File: src/rtl/uart_byte_receiver.sv
// Purpose : 8N1 UART receiver (8E1 when UART_RX_PARITY_EN is defined), one byte out per frame.
// Latency : strobe one clk after the stop-bit mid-sample (~9.5 bit times + 3 clk after the start edge).
// Backpr. : none; the consumer must take data_stream_out on the strobe cycle, the next byte overwrites it.
//
// Ports:
//   clk                 system clock, rising edge
//   rst                 asynchronous active-high reset
//   rx                  serial line, idle high, asynchronous to clk
//   data_stream_out     last good byte, held between frames
//   data_stream_out_stb one-cycle pulse: new byte on data_stream_out
//   framing_err         one-cycle pulse: stop bit sampled low
//   parity_err          one-cycle pulse: even-parity mismatch (constant 0 without UART_RX_PARITY_EN)
//
// Optional feature macro: UART_RX_PARITY_EN (adds an even parity bit between data and stop).
module uart_byte_receiver #(
    parameter int P_BAUD_RATE       = 115200,
    parameter int P_CLOCK_FREQUENCY = 100_000_000,
    parameter int P_OVERSAMPLE      = 16
) (
    input  logic       clk,
    input  logic       rst,
    input  logic       rx,
    output logic [7:0] data_stream_out,
    output logic       data_stream_out_stb,
    output logic       framing_err,
    output logic       parity_err
);

    localparam int DIV_RAW = P_CLOCK_FREQUENCY / (P_BAUD_RATE * P_OVERSAMPLE);
    localparam int DIV     = (DIV_RAW < 1) ? 1 : DIV_RAW;
    localparam int TW      = (DIV > 1) ? $clog2(DIV) : 1;
    localparam int SW      = $clog2(P_OVERSAMPLE);

    localparam logic [TW-1:0] TICK_LAST = TW'(DIV - 1);
    localparam logic [SW-1:0] HALF_LAST = SW'(P_OVERSAMPLE / 2 - 1);
    localparam logic [SW-1:0] BIT_LAST  = SW'(P_OVERSAMPLE - 1);

    typedef enum logic [2:0] {
        S_IDLE,
        S_START,
        S_DATA,
        S_PARITY,
        S_STOP,
        S_BREAK
    } state_t;

    state_t          state_q;
    logic            rx_meta_q;
    logic            rx_s_q;
    logic [TW-1:0]   tick_cnt_q;
    logic [TW-1:0]   tick_cnt_d;
    logic            tick;
    logic [SW-1:0]   samp_cnt_q;
    logic [2:0]      bit_idx_q;
    logic [7:0]      shift_q;
    logic [7:0]      data_q;
    logic            stb_q;
    logic            ferr_q;
    logic            perr_q;
    logic            par_bad;

    // Synchroniser resets to the idle level so reset release never looks like a start bit.
    always_ff @(posedge clk or posedge rst) begin
        if (rst) begin
            rx_meta_q <= 1'b1;
            rx_s_q    <= 1'b1;
        end else begin
            rx_meta_q <= rx;
            rx_s_q    <= rx_meta_q;
        end
    end

    // Tick counter is held at zero while idle, so every frame's sample grid
    // is phase-aligned to the detected start edge.
    assign tick = (tick_cnt_q == TICK_LAST);

    always_comb begin
        tick_cnt_d = tick_cnt_q + 1'b1;
        if (state_q == S_IDLE || tick) begin
            tick_cnt_d = '0;
        end
    end

    always_ff @(posedge clk or posedge rst) begin
        if (rst) begin
            tick_cnt_q <= '0;
        end else begin
            tick_cnt_q <= tick_cnt_d;
        end
    end

`ifdef UART_RX_PARITY_EN
    logic parity_q;
    // Even parity: data ones plus the parity bit must be even.
    assign par_bad = (^shift_q) ^ parity_q;
`else
    assign par_bad = 1'b0;
`endif

    always_ff @(posedge clk or posedge rst) begin
        if (rst) begin
            state_q    <= S_IDLE;
            samp_cnt_q <= '0;
            bit_idx_q  <= '0;
            shift_q    <= '0;
            data_q     <= '0;
            stb_q      <= 1'b0;
            ferr_q     <= 1'b0;
            perr_q     <= 1'b0;
`ifdef UART_RX_PARITY_EN
            parity_q   <= 1'b0;
`endif
        end else begin
            stb_q  <= 1'b0;
            ferr_q <= 1'b0;
            perr_q <= 1'b0;
            case (state_q)
                S_IDLE: begin
                    samp_cnt_q <= '0;
                    bit_idx_q  <= '0;
                    if (!rx_s_q) begin
                        state_q <= S_START;
                    end
                end
                S_START: begin
                    if (tick) begin
                        if (samp_cnt_q == HALF_LAST) begin
                            samp_cnt_q <= '0;
                            bit_idx_q  <= '0;
                            // A line already back high at mid-start was a glitch.
                            state_q    <= rx_s_q ? S_IDLE : S_DATA;
                        end else begin
                            samp_cnt_q <= samp_cnt_q + 1'b1;
                        end
                    end
                end
                S_DATA: begin
                    if (tick) begin
                        if (samp_cnt_q == BIT_LAST) begin
                            samp_cnt_q <= '0;
                            shift_q    <= {rx_s_q, shift_q[7:1]};
                            bit_idx_q  <= bit_idx_q + 1'b1;
                            if (bit_idx_q == 3'd7) begin
`ifdef UART_RX_PARITY_EN
                                state_q <= S_PARITY;
`else
                                state_q <= S_STOP;
`endif
                            end
                        end else begin
                            samp_cnt_q <= samp_cnt_q + 1'b1;
                        end
                    end
                end
`ifdef UART_RX_PARITY_EN
                S_PARITY: begin
                    if (tick) begin
                        if (samp_cnt_q == BIT_LAST) begin
                            samp_cnt_q <= '0;
                            parity_q   <= rx_s_q;
                            state_q    <= S_STOP;
                        end else begin
                            samp_cnt_q <= samp_cnt_q + 1'b1;
                        end
                    end
                end
`endif
                S_STOP: begin
                    if (tick) begin
                        if (samp_cnt_q == BIT_LAST) begin
                            samp_cnt_q <= '0;
                            perr_q     <= par_bad;
                            if (rx_s_q) begin
                                if (!par_bad) begin
                                    data_q <= shift_q;
                                    stb_q  <= 1'b1;
                                end
                                state_q <= S_IDLE;
                            end else begin
                                ferr_q  <= 1'b1;
                                state_q <= S_BREAK;
                            end
                        end else begin
                            samp_cnt_q <= samp_cnt_q + 1'b1;
                        end
                    end
                end
                S_BREAK: begin
                    // Stay here for the whole low period so a break reports once.
                    if (rx_s_q) begin
                        state_q <= S_IDLE;
                    end
                end
                default: begin
                    state_q <= S_IDLE;
                end
            endcase
        end
    end

    assign data_stream_out     = data_q;
    assign data_stream_out_stb = stb_q;
    assign framing_err         = ferr_q;
    assign parity_err          = perr_q;

endmodule

File: config.mk
export PLATFORM = sky130hd
export DESIGN_NAME = uart_byte_receiver
export DESIGN_NICKNAME = d
export VERILOG_FILES = /design/src/rtl/uart_byte_receiver.sv
export SDC_FILE = /design/constraint.sdc
export NUM_CORES = 1
export LEC_CHECK = 0
export CORE_MARGIN = 1.5
export CORE_UTILIZATION = 55
export CTS_CLUSTER_SIZE = 10
export DETAILED_ROUTE_END_ITERATION = 8
export DONT_BUFFER_PORTS = 1
export HOLD_SLACK_MARGIN = 0.1
export PLACE_DENSITY = 0.8
export SLEW_MARGIN = 30
export SYNTH_ARGS = -nofsm -noshare
export SYNTH_HDL_FRONTEND = slang
export SYNTH_SLANG_ARGS = --single-unit
File: constraint.sdc
create_clock -name clk -period 4.5 [get_ports clk]
set_input_delay 1.125 -clock clk [delete_from_list [all_inputs] [get_ports clk]]
set_output_delay 1.125 -clock clk [all_outputs]
set_load 0.005 [all_outputs]
== Yosys cells after proc, flatten, opt, wreduce, memory -nomap -nowiden ==
Index checks and enable logic that the tools add are counted.
Storage, ports and cells
  bits in registers: 36
  input bits: 3
  output and inout port bits: 11
  word-level logic and storage cells: 72
Operators by class
  $add $sub $neg: 3
  equal/unequal tests: 18
  mux-type cells: 31
  reduce and logical (&&, ||, !) cells: 10
Operators with widths (number)
  2-to-1 mux 3 bit: 14
  != test 2 bit (second input constant): 9
  2-to-1 mux 4 bit: 4
  one-hot mux 3 bit (5 select lines): 1
  one-hot mux 4 bit (3 select lines): 1
  equality test 3 bit (second input constant): 3
  one-hot mux 3 bit (3 select lines): 1
  AND reduction 9 bit: 1
  2-to-1 mux 1 bit: 8
  adder 6 x 1 -> 6 bit (second input constant): 1
  equality test 6 bit (second input constant): 1
  2-to-1 mux 6 bit: 1
  AND reduction 3 bit: 2
  nonzero test 3 bit: 2
  AND reduction 5 bit: 1
  adder 4 x 1 -> 4 bit (second input constant): 1
  equality test 4 x 3 -> 1 bit (second input constant): 1
  equality test 4 bit (second input constant): 1
  AND reduction 4 bit: 1
  adder 3 x 1 -> 3 bit (second input constant): 1
  equality test 3 x 1 -> 1 bit (second input constant): 1
  equality test 3 x 2 -> 1 bit (second input constant): 1
  zero test 3 bit: 1
  2-to-1 mux 2 bit: 1
  other kinds (3): 3

== Depth between registers and ports, before layout ==
Gate-level depths: netlist of run 1.
  word-level depth: 5
  gate-level depth with buffers: 7
  gate-level depth less buffers: 6

== Worst setup path after synthesis of run 1 ==
No wires, ideal clock.
  kind: register to register
  from: register bit_idx_q[0]
  to: register state_q[0]
  arrival time: 1599 ps
  slack: 2776 ps
  stages on the path, launching flop included: 7
  buffers on the path: 0
  period minus slack after synthesis: 1724 ps
  cells stage by stage: dfrtp_1 > ha_1 > ha_1 > a2111oi_0 > nor2_1 > o211ai_2 > mux2_4
On the way
  cells in the longest elaborated chain, start to end: 3
RTL lines
  start, declared: line 54  | logic [2:0] bit_idx_q;
  start signal, assigned: line 142  | bit_idx_q <= bit_idx_q + 1'b1;
  equality test 3 bit: line 143  | if (bit_idx_q == 3'd7) begin
  != test 2 bit (no source line)
  AND reduction 9 bit (no source line)
  end signal, assigned: line 131  | state_q <= rx_s_q ? S_IDLE : S_DATA;
  end, declared: line 47  | state_t state_q;
Every way passes these cells.
A chain may end at the register's enable or synchronous reset.

== Worst setup path after layout of run 1 ==
  from: register tick_cnt_q[1]
  to: register data_q[5] (netlist: data_stream_out[5])
On the way
  cells in the longest elaborated chain, start to end: 2
RTL lines
  start, declared: line 50  | logic [TW-1:0] tick_cnt_q;
  start signal, assigned: line 88  | tick_cnt_q <= tick_cnt_d;
  equality test 6 bit: line 75  | assign tick = (tick_cnt_q == TICK_LAST);
  AND reduction 4 bit (no source line)
  end signal, assigned: line 175  | data_q <= shift_q;
  end, declared: line 56  | logic [7:0] data_q;
Every way passes these cells.

==> results of run 1 <==
==> power by group through the flow <==
stage | Combinational (W) | Clock [W] | Sequential, W
after global routing | 0.00000909 | 0.000249 | 0.000326
after detailed placement | 0.00000806 | 0 | 0.000332
after CTS | 0.00000802 | 0.000232 | 0.000326
after global placement | 0.00000765 | 0 | 0.000332
after floorplan | 0.00000606 | 0 | 0.000332
final | 0.00000747 | 0.000224 | 0.000326
==> flip-flops by register name, summed over array words and instances, names as in the netlist <==
register             flops
shift_q                  8
samp_cnt_q               4
rx_meta_q                1
data_stream_out_stb      1
tick_cnt_q               6
bit_idx_q                3
rx_s_q                   1
data_stream_out          8
state_q                  3
framing_err              1
==> final cells by class <==
| type | count | area, um2 |
|---|---|---|
| inverters | 2 | 7.507 |
| flip-flops and latches | 36 | 903.4 |
| clock buffers | 5 | 37.54 |
| clock inverters | 3 | 42.54 |
| fillers | 239 | 1194 |
| multi-input cells | 94 | 805.8 |
| repair buffers | 1 | 7.507 |
| well taps | 44 | 55.05 |
==> worst max-delay path by stage <==
stage,start,end,slack (ps)
floorplan,rst,bit_idx_q[0],2570
global placement,tick_cnt_q[1],data_stream_out[7],2530
detailed placement,tick_cnt_q[1],data_stream_out[5],2430
CTS,tick_cnt_q[1],data_stream_out[5],2410
global route,tick_cnt_q[1],data_stream_out[5],2290
finish,tick_cnt_q[1],data_stream_out[5],2430
==> stage by stage <==
step / hold slack [ps] / std cells / area, um2 / utilization
finish: 362.5 / 185 / 1859 / 0.6090
detailed placement: 348.2 / 177 / 1779 / 0.5828
global placement: 346.7 / 177 / 1779 / 0.5828
CTS: 364.9 / 185 / 1859 / 0.6090
global route: 370.6 / 185 / 1859 / 0.6090
floorplan: 345.2 / 139 / 1760 / -
==> metal layers <==
layer | global-route usage | vias up
li1 | - | 499
met1 | 0.2111 | 500
met2 | 0.2857 | 23
met3 | 0.06114 | 3
met4 | 0.06667 | 0
met5 | 0 | -
==> critical path, cell delays in order, from the launching register on <==
cell     delay (ps)
dfrtp_1         420
inv_1            70
ha_1            200
nand4_4         130
nor4_2          260
and3_1          540
mux2_4          350
==> cell families (layout without fill, tap and decap cells) <==
group / after synthesis / after routing / synth area share
AND/OR/NAND/NOR: 42 / 42 / 0.1535
multiplexers: 22 / 22 / 0.1635
adder cells (fa/ha/maj): 5 / 5 / 0.03554
other: 1 / 1 / 0.002130
AO/OA/AOI/OAI: 18 / 18 / 0.07321
flip-flops: 36 / 36 / 0.5132
buffers and inverters: 9 / 11 / 0.02914
XOR/XNOR: 6 / 6 / 0.02986
==> synth_stat cells, types with 2 or more instances <==
| cell type | number | share of area |
|---|---|---|
| nor2_1 | 14 | 0.030 |
| xnor2_1 | 3 | 0.015 |
| a22o_1 | 3 | 0.015 |
| xor2_1 | 3 | 0.015 |
| nand3_1 | 4 | 0.011 |
| mux2_2 | 10 | 0.064 |
| buf_2 | 5 | 0.014 |
| nand2b_1 | 2 | 0.0071 |
| o21ai_0 | 2 | 0.0057 |
| a21oi_1 | 3 | 0.0085 |
| ha_1 | 5 | 0.036 |
| dfstp_2 | 2 | 0.030 |
| o31ai_1 | 2 | 0.0085 |
| nand2_1 | 5 | 0.011 |
| and3_1 | 2 | 0.0071 |
| dfrtp_1 | 34 | 0.48 |
| mux2_4 | 11 | 0.094 |
| inv_1 | 2 | 0.0043 |
==> flow_summary_export.csv, run 1 <==
group,metric,value,unit
global_routing,grt.overflow.total,0,
placement,port_buffers,0,
timing,finalClockSkew,8.222,ps
min_path,min_path_cells,0,
layout,antenna_cells,0,
global_routing,grt_max_degree,24,
pwr,ir_worst_vdd,218.5,uV
drt,drt-initial-drc-count,42,
critical_path,r2r_setup_slack,2430,ps
clock_network,cts_buffer_depth,2,
logic_synthesis,syn_area,1760,um2
drt,vias_per_cell,5.541,
clock_network,clk_latency,340,ps
drt,ant_nets,0,
critical_path,ff2ff_path_depth,6,
logic_synthesis,synth_edf_count,0,
pwr,power.density,299.9,nW/um2
clock_network,cts-root-buf,"clkbuf_4",
timing,fmax,0.4830,GHz
layout,layout_commonest_cell,"dfrtp_1",
layout,drive_above_1_share,0.3121,
floorplanning,chipHeight,59.58,um
global_routing,grt_pass1_wl,4519,um
floorplanning,start_util,0.5766,
logic_synthesis,async_reset_ff_frac,1.000,
timing,worst_pin_slew,540.7,ps
critical_path,reg2reg_to,"data_stream_out[5]",
logic_synthesis,syn-instance-count,139,
critical_path,crit_arrival,2300,ps
status,status,"complete, no violations",
pwr,power.leakage,0.8834,nW
global_routing,grt_usage,0.1746,
logic_synthesis,yosys_warnings,0,
clock_network,cts_resized,0,
pwr,sw_frac_of_total,0.2078,
critical_path,r2r_start,"tick_cnt_q[1]",
floorplanning,core,3053,um2
clock_network,cts_inserted_buffers,5,
logic_synthesis,ys_seq_elements,36,
critical_path,critPathMaxFanout,9,
critical_path,cp.required,4730,ps
drt,drc,0,
logic_synthesis,synth_cell_types,45,
drt,via_count,1025,
drt,route.met3.wl,105,um
clock_network,cts_hold_buf,0,
min_path,hp-start,"rx_meta_q",
pwr,pwr-share-clk,0.402,
floorplanning,die_x,59.58,um
timing,fin_crit,2070,ps
floorplanning,row_count,20,
flow_run,drv_cap,0,
drt,top_layer,"met4",
timing,slew_headroom,0.6391,
clock_network,clkSlewWorstSetupHoldPaths,110,ps
critical_path,crit_type,"reg2reg",
placement,preCtsSetupSlack,2425,ps
clock_network,clock-sinks,36,
logic_synthesis,yosys_most_used_dff,"dfrtp_1",
pwr,pwr-share-comb,0.013,
drt,drt_wl_total,2775,um
logic_synthesis,synth_seq_area_share,0.5131,
layout,fin_nets,148,
critical_path,cp-end-kind,"register",
placement,dp_hpwl,2049,um
drt,post_drt_wl_per_cell,15.00,um
floorplanning,ios,14,
drt,dr.pass1.iters,4,
timing,fin_crit_sh,0.4601,
layout,final_cell_mix,"dfrtp_1 (34), nor2_1 (14), mux2_4 (11)",
logic_synthesis,syn_avg_cell_area,12.67,um2
critical_path,critPathLaunchType,"register",
pwr,p_seq_frac,0.585,
drt,met2RoutedLength,1370,um
pwr,internal_power,0.0004417,W
timing,hold_violations,0,
timing,final.setup.tns,0,ps
floorplanning,dieArea,3549,um2
placement,gp_congestion,0.8523,
pwr,power,0.0005576,W
timing,finalSetupViolations,0,
global_routing,grt_pass1_vias,981,
layout,area_growth_syn_to_layout,5.615,%
pwr,switchingPower,0.0001159,W
timing,rsz0062_at_grt,"no",
clock_network,htreeDepth,2,
global_routing,antenna_found_initial,0,
clock_network,cts_tree,"done",
timing,drv_slew,0,
drt,route.layer.met1.wl,1259,um
logic_synthesis,synth.net_count,147,
min_path,hp-class,"reg2reg",
timing,fin_ws,2430,ps
min_path,worstHoldEndpoint,"rx_s_q",
clock_network,post-cts-setup-buffers,0,
(Power assumes the default switching activity.)
==> inputs of run 2 (changes only) <==
==> constraint.sdc (replaced) <==
create_clock -name clk -period 2.1 [get_ports clk]
set_input_delay 0.525 -clock clk [delete_from_list [all_inputs] [get_ports clk]]
set_output_delay 0.525 -clock clk [all_outputs]
set_load 0.005 [all_outputs]
==> run 2 against run 1 <==
Compared with the run above: sequential share of layout area decreased by 1.0 points; critical endpoint is now data_stream_out[1]; critical path depth is 1 higher; global-route usage rose by 0.59 points; critical path type unchanged; clock-buffer cell count stayed put; cell area increased by 2.2%; cell count up 2.7%; via count rose by 2.2%; routed wire length shrank 3.5%; power is 120% higher; setup slack got worse by 2200 ps; core utilization rose by 1.3 points; clock power increased by 120%.
==> flow_summary_export.csv, run 2 (synthesis gave the netlist of run 1 again) <==
group,metric,value,unit
critical_path,r2r_start,"tick_cnt_q[1]",
drt,drc,0,
critical_path,endpoint,"data_stream_out[1]",
critical_path,reg2reg_to,"data_stream_out[1]",
drt,post_drt_wl_per_cell,14.09,um
critical_path,cp.required,2330,ps
min_path,hp-class,"in2reg",
pwr,power.density,634.1,nW/um2
clock_network,cts-root-buf,"clkbuf_4",
global_routing,grt.overflow.total,0,
global_routing,grt_max_degree,22,
drt,vias_per_cell,5.516,
placement,dp_hpwl,1870,um
global_routing,grt_usage,0.1806,
critical_path,crit_type,"reg2reg",
floorplanning,start_util,0.5766,
layout,drive_above_1_share,0.3288,
critical_path,r2r_setup_slack,220,ps
timing,fin_crit_sh,0.8972,
floorplanning,core,3053,um2
clock_network,cts_tree,"done",
layout,antenna_cells,0,
timing,finalClockSkew,8.781,ps
clock_network,post-cts-setup-buffers,0,
clock_network,cts_buffer_depth,2,
layout,finalNonFillerCells,190,
clock_network,cts_hold_buf,1,
global_routing,antenna_found_initial,0,
critical_path,critPathMaxFanout,9,
critical_path,timing.critical_path.from,"tick_cnt_q[1]",
floorplanning,chipHeight,59.58,um
drt,ant_nets,0,
floorplanning,row_count,20,
floorplanning,dieArea,3549,um2
floorplanning,ios,14,
drt,drt_wl_total,2678,um
layout,area_growth_syn_to_layout,7.889,%
timing,hold_violations,0,
layout,final_cell_mix,"dfrtp_1 (34), nor2_1 (14), mux2_4 (11)",
clock_network,clk_latency,340,ps
clock_network,cts_inserted_buffers,5,
status,status,"complete, no violations",
placement,gp_congestion,0.8749,
layout,fin_nets,153,
clock_network,cts_resized,0,
critical_path,critPathLaunchType,"register",
timing,drv_slew,0,
drt,drt-initial-drc-count,53,
drt,via_count,1048,
timing,final.setup.tns,0,ps
pwr,power.leakage,0.9074,nW
placement,port_buffers,0,
clock_network,clock-sinks,36,
timing,rsz0062_at_grt,"no",
global_routing,grt_pass1_vias,978,
timing,fin_crit,1884,ps
critical_path,cp-end-kind,"register",
clock_network,htreeDepth,2,
flow_run,drv_cap,0,
layout,layout_commonest_cell,"dfrtp_1",
floorplanning,die_x,59.58,um
drt,dr.pass1.iters,4,
pwr,ir_worst_vdd,398.8,uV
clock_network,clkSlewWorstSetupHoldPaths,110,ps
timing,finalSetupViolations,0,
global_routing,grt_pass1_wl,4588,um
critical_path,ff2ff_path_depth,7,
timing,fmax,0.5308,GHz
placement,placed_cells,181,
critical_path,crit_arrival,2110,ps
==> run 2: cell types whose count changed in the layout (fill, tap and decap cells not counted), sizes merged <==
cell         previous run  this run
buf                     1         5
dlygate4sd3             0         1
==> run 2: how the worst min path moves through the flow <==
stage / depth (start not counted) / endpoint / slack, ps / from
finish: 0 / rx_meta_q / 160 / rx
global route: 0 / rx_meta_q / 140 / rx
CTS: 0 / rx_meta_q / 150 / rx
detailed placement: 0 / rx_s_q / 350 / rx_meta_q
global placement: 0 / rx_s_q / 350 / rx_meta_q
floorplan: 0 / rx_s_q / 350 / rx_meta_q
==> run 2: through the flow <==
stage,power [W],instance area (um2),util,hold slack (ps),worst slack (ps)
final,0.001204,1899,0.6221,162.0,215.9
after global routing,0.001263,1899,0.6221,140.2,64.18
after CTS,0.001221,1899,0.6221,148.0,218.2
after detailed placement,0.0007309,1809,0.5926,347.6,236.5
after global placement,0.0007297,1809,0.5926,346.1,259.0
after floorplan,0.0007243,1760,-,345.2,376.2
==> run 2: report_power, final <==
group	internal (W)	total (W)	switching, W
Combinational	0.00000463	0.0000194	0.0000148
Clock	0.000248	0.000486	0.000238
Sequential	0.000696	0.000699	0.00000213
Total	0.000949	0.00120	0.000255
==> run 2: metal layers <==
metal / GRT usage / vias up / part of all wire
li1: - / 501 / -
met4: 0.08571 / 0 / 0.012
met5: 0 / - / 0
met1: 0.2431 / 518 / 0.47
met3: 0.06114 / 4 / 0.046
met2: 0.2606 / 25 / 0.47
==> run 2: worst max-delay path, cell delays in order (launching register included) <==
cell and delay (ps):
dfrtp_1 410, inv_1 60, ha_1 210, nand4_4 140
nor4_2 250, and3_1 180, buf_4 200, mux2_4 320
==> run 2: cell type report <==
class | instances | area [um2]
Fill cell | 243 | 1154
Sequential cell | 36 | 903.4
Multi-Input combinational cell | 94 | 805.8
Tap cell | 44 | 55.05
Timing Repair Buffer | 6 | 47.55
Clock inverter | 3 | 42.54
Clock buffer | 5 | 37.54
Inverter | 2 | 7.507
